[src/rtl/fwft_slice_reader.sv]
// Pops wide words from an FWFT FIFO and streams them out as narrow slices, LS slice first,
// for a programmed number of output words; unused slices of the final word are dropped.
module fwft_slice_reader #(
  parameter int unsigned C_IN_WIDTH  = 64,
  parameter int unsigned C_OUT_WIDTH = 16,
  parameter int unsigned C_LEN_BITS  = 16
) (
  input  logic                   CLK,
  input  logic                   RST,
  input  logic [C_IN_WIDTH-1:0]  FIFO_DATA,
  input  logic                   FIFO_EMPTY,
  output logic                   FIFO_RD_EN,
  input  logic                   XFER_START,
  input  logic [C_LEN_BITS-1:0]  XFER_LEN,
  output logic                   XFER_BUSY,
  output logic                   XFER_DONE,
  output logic [C_OUT_WIDTH-1:0] OUT_DATA,
  output logic                   OUT_VALID,
  input  logic                   OUT_READY,
  output logic                   OUT_LAST
);

  localparam int unsigned C_RATIO = C_IN_WIDTH / C_OUT_WIDTH;
  localparam int unsigned IdxW    = (C_RATIO > 1) ? $clog2(C_RATIO) : 1;

  typedef enum logic [1:0] {StIdle, StXfer, StDone} state_e;

  state_e                state_q, state_d;
  logic [IdxW-1:0]       idx_q, idx_d;
  logic [C_LEN_BITS-1:0] rem_q, rem_d;
  logic                  handshake, last_word, word_end;
  logic [C_IN_WIDTH-1:0] head_shifted;

  assign head_shifted = FIFO_DATA >> (C_OUT_WIDTH * 32'(idx_q));

  always_comb begin
    state_d    = state_q;
    idx_d      = idx_q;
    rem_d      = rem_q;
    OUT_VALID  = (state_q == StXfer) & ~FIFO_EMPTY;
    OUT_DATA   = OUT_VALID ? head_shifted[C_OUT_WIDTH-1:0] : '0;
    last_word  = (rem_q == C_LEN_BITS'(1));
    word_end   = (idx_q == IdxW'(C_RATIO - 1));
    handshake  = OUT_VALID & OUT_READY;
    OUT_LAST   = OUT_VALID & last_word;
    // Popping on the final output word discards the rest of that FIFO word.
    FIFO_RD_EN = handshake & (word_end | last_word);
    XFER_BUSY  = (state_q == StXfer);
    XFER_DONE  = (state_q == StDone);

    unique case (state_q)
      StIdle: begin
        if (XFER_START) begin
          if (XFER_LEN != '0) begin
            state_d = StXfer;
            rem_d   = XFER_LEN;
            idx_d   = '0;
          end else begin
            state_d = StDone;
          end
        end
      end
      StXfer: begin
        if (handshake) begin
          rem_d = rem_q - C_LEN_BITS'(1);
          idx_d = (word_end | last_word) ? '0 : idx_q + IdxW'(1);
          if (last_word) state_d = StDone;
        end
      end
      StDone:  state_d = StIdle;
      default: state_d = StIdle;
    endcase
  end

  always_ff @(posedge CLK or posedge RST) begin
    if (RST) begin
      state_q <= StIdle;
      idx_q   <= '0;
      rem_q   <= '0;
    end else begin
      state_q <= state_d;
      idx_q   <= idx_d;
      rem_q   <= rem_d;
    end
  end

endmodule

[config.mk]
export PLATFORM = sky130hd
export DESIGN_NAME = fwft_slice_reader
export DESIGN_NICKNAME = d
export VERILOG_FILES = /design/src/rtl/fwft_slice_reader.sv
export SDC_FILE = /design/constraint.sdc
export NUM_CORES = 1
export LEC_CHECK = 0
export BUFFER_PORTS_ARGS = -buffer_cell sky130_fd_sc_hd__buf_2
export CORE_UTILIZATION = 25
export CTS_CLUSTER_SIZE = 10
export DETAILED_ROUTE_END_ITERATION = 8
export REMOVE_ABC_BUFFERS = 1
export SYNTH_ARGS = -nofsm -noshare
export SYNTH_HDL_FRONTEND = slang
export SYNTH_SLANG_ARGS = --single-unit
[constraint.sdc]
create_clock -name CLK -period 2.4 [get_ports CLK]
set_input_delay 0.48 -clock CLK [delete_from_list [all_inputs] [get_ports CLK]]
set_output_delay 0.48 -clock CLK [all_outputs]
set_load 0.01 [all_outputs]
==> out/metrics.yaml <==
design.final.nets: 385
finalNonFillerCells: 394
floorplan.die_area_um2: 7929
post-route-worst-setup-slack_ns: 0.1118
p_per_area_nw_per_um2: 752.4
clock_path_buffers: 2
total_via_count_in_the_routed_design: 2090
ir_drop_mv: 0.3159
period_share: 0.9534
antenna_cells: 0
die-height_um: 89.05
synth_edf_count: 0
endpoints_failing_setup: 0
fin_worst_hold_slack_ns: 0.3641
synth.distinct_cells: 48
report.final.hold_viol_count: 0
arrival_ns: 1.81
syn-cell-area_um2: 1894
slowest_delay_ns: 0.44
clock_tree_from_tritoncts: "done"
worstSetupStartpointType: "flop"
path_class: "flop to output pin"
postRouteWirelength_mm: 6.442
syn-instance-count: 193
timing.max_slew.rel_slack: 0.4519
critical-path-top-cell-by-count: "nor2_1"
number_of_global_route_vias_before_repair: 1948
clock_latency_ns: 0.26
filler_cells_inserted: 775
final_layout_size_suffix_gt1_frac: 0.4983
holdBufCountCts: 0
detail_route.drc_violations: 0
crit_buf_inv: 1
placementRows: 31
number_of_maximum_capacitance_constraint_violations: 0
sequential_group_share_of_total_power: 0.352
finish.utilization: 0.3584
critical_path.max_fanout: 7
pin_count: 106
global_route.usage.total: 0.1567
half_perimeter_wire_length_after_detailed_placement_mm: 5.168
cts-root-buf: "clkbuf_8"
core_um2: 7292
gpl.final_weighted_congestion: 0.9884
timing.critical_path.cells: "nor4_1, and4_4, nor2_1, nor2_1, buf_2"
clock-sinks: 20
yosysSeqAreaShare: 0.2642
clock-skew-final_ns: 0.006162
worstPathRequired_ns: 1.92
slowest_stage: "dfrtp_1"
cpLargestDelayFamily: "simple AND/OR/NAND/NOR gates"
detailedRoute.firstPassIterationCount: 4
detail_route.iter0.violations: 130
layout-area-overhead-vs-synth_pct: 37.98
class_of_the_tightest_hold_or_removal_check: "primary input to asynchronous set/reset pin"
dp_slack_ns: 0.3323
power.static_leakage_nw: 1.131
synth.yosys.warnings: 0
dpl_cells: 391
max_freq_ghz: 0.4370
async_flop_share: 1.000
final_period_minus_worst_setup_slack_ns: 2.288
drt.antenna.violating_nets: 0
pin_count_of_the_biggest_net_entering_global_routing: 26
pwr-share-comb: 0.530
outcome: "completed"
report.final.slew_viol_count: 0
starting_density_of_the_core: 0.2598
portBuffers: 105
tritoncts.num_buffers: 3
detail_route.wl_per_cell_um: 16.35
cts_setup_buffers: 0
p_sw_uw: 796.7
ys.flop_type: "dfrtp_1"
htreeDepth: 1
synth_seq_cells: 20
die_width_um: 89.05
worst_slew_pin_slew_ns: 0.8213
pwr-share-clk: 0.117
initial_antenna_violation_count: 0
grt_first_pass_wirelength_mm: 9.425
detailed_route_vias_per_instance: 5.305
setup.worst_path.end_class: "output pin"
power.share.switching: 0.4051
globalRouteOverflowTotal: 0
cts.clk_slew.worst_paths_ns: 0.08
average_size_of_a_mapped_cell_um2: 9.815
p_int_mw: 1.170
-- metrics by stage --
stage	setup TNS (ns)	power (mW)	area (um2)
after global routing	-0.0006670	2.132	2614
after global placement	0	1.716	2554
after detailed placement	0	1.726	2554
final	0	1.967	2614
after floorplan	-0.08874	1.372	1824
after CTS	0	1.961	2595
-- cell type report --
class | count | area, um2 | area share
multi-input combinational | 153 | 1323 | 0.5060
timing repair buffer | 114 | 605.6 | 0.2317
clock buffer | 3 | 41.29 | 0.01580
inverter | 5 | 18.77 | 0.007180
tap | 99 | 123.9 | 0.04739
sequential | 20 | 501.7 | 0.1920
-- cell usage after synthesis, types with 5 or more instances --
master     instances  share of area
a21oi_1            7          0.018
and2_1            17          0.056
buf_2              8          0.021
dfrtp_1           20           0.26
inv_1              5         0.0099
mux4_2            16           0.19
nand2_1            9          0.018
nor2_1            12          0.024
nor3_1            11          0.029
nor4_1             9          0.030
o221ai_1           5          0.023
o2bb2ai_1          7          0.032
-- path summary, 6_finish.rpt --
check	end	cells after the start	from	slack, ns
max reg2reg	rem_q[8]	6	rem_q[0]	0.49
max in group asynchronous	idx_q[0]	2	RST	1.46
max	FIFO_RD_EN	5	rem_q[9]	0.11
min	rem_q[4]	2	RST	0.36
min in group CLK	rem_q[6]	3	XFER_LEN[6]	0.52
min reg2reg	rem_q[14]	1	rem_q[14]	0.57
-- power groups by stage --
| stage | combinational [mW] | clock (mW) | sequential (mW) |
|---|---|---|---|
| 6_report | 1.04 | 0.230 | 0.693 |
| 5_1_grt | 1.16 | 0.248 | 0.720 |
| 4_1_cts | 1.04 | 0.239 | 0.683 |
| 3_5_place_dp | 1.04 | 0 | 0.688 |
| 3_3_place_gp | 1.03 | 0 | 0.684 |
| 2_1_floorplan | 0.710 | 0 | 0.663 |
-- placed cells by master (no fill, tap or decap), types with 8 or more instances in the layout --
| master | netlist | routed |
|---|---|---|
| buf_4 | 1 | 8 |
| and2_1 | 17 | 17 |
| nor3_1 | 11 | 11 |
| nor2_1 | 12 | 12 |
| dfrtp_1 | 20 | 19 |
| buf_2 | 8 | 105 |
| nor4_1 | 9 | 9 |
| mux4_2 | 16 | 16 |
| nand2_1 | 9 | 9 |
-- state kept, by name, indices dropped and copies added (netlist names) --
signal / cells
idx_q: 2
rem_q: 16
state_q: 2
-- what timing repair did --
item	in CTS	in global routing
endpoints found under the setup margin	0	4
resized for setup	0	5
endpoints found under the hold margin	0	0
-- layer usage --
| metal | vias to the layer above | part of all wire | wire length, um | track usage |
|---|---|---|---|---|
| met5 | - | 0 | 0 | 0 |
| met4 | 0 | 0.0059 | 38 | 0.02165 |
| met3 | 4 | 0.10 | 651 | 0.03509 |
| met2 | 115 | 0.51 | 3295 | 0.2951 |
| met1 | 994 | 0.38 | 2457 | 0.1860 |
| li1 | 977 | - | - | - |
-- kinds of logic (layout without fill, tap and decap cells) --
group / after synthesis / in the layout / synth area share
and+or+nand+nor: 82 / 82 / 0.2629
AOI/OAI and AO/OA: 49 / 49 / 0.1975
DFF: 20 / 20 / 0.2642
buffers and inverters: 20 / 122 / 0.04690
muxes: 19 / 19 / 0.2087
adders and majority gates: 3 / 3 / 0.01982
(Power assumes the default switching activity.)
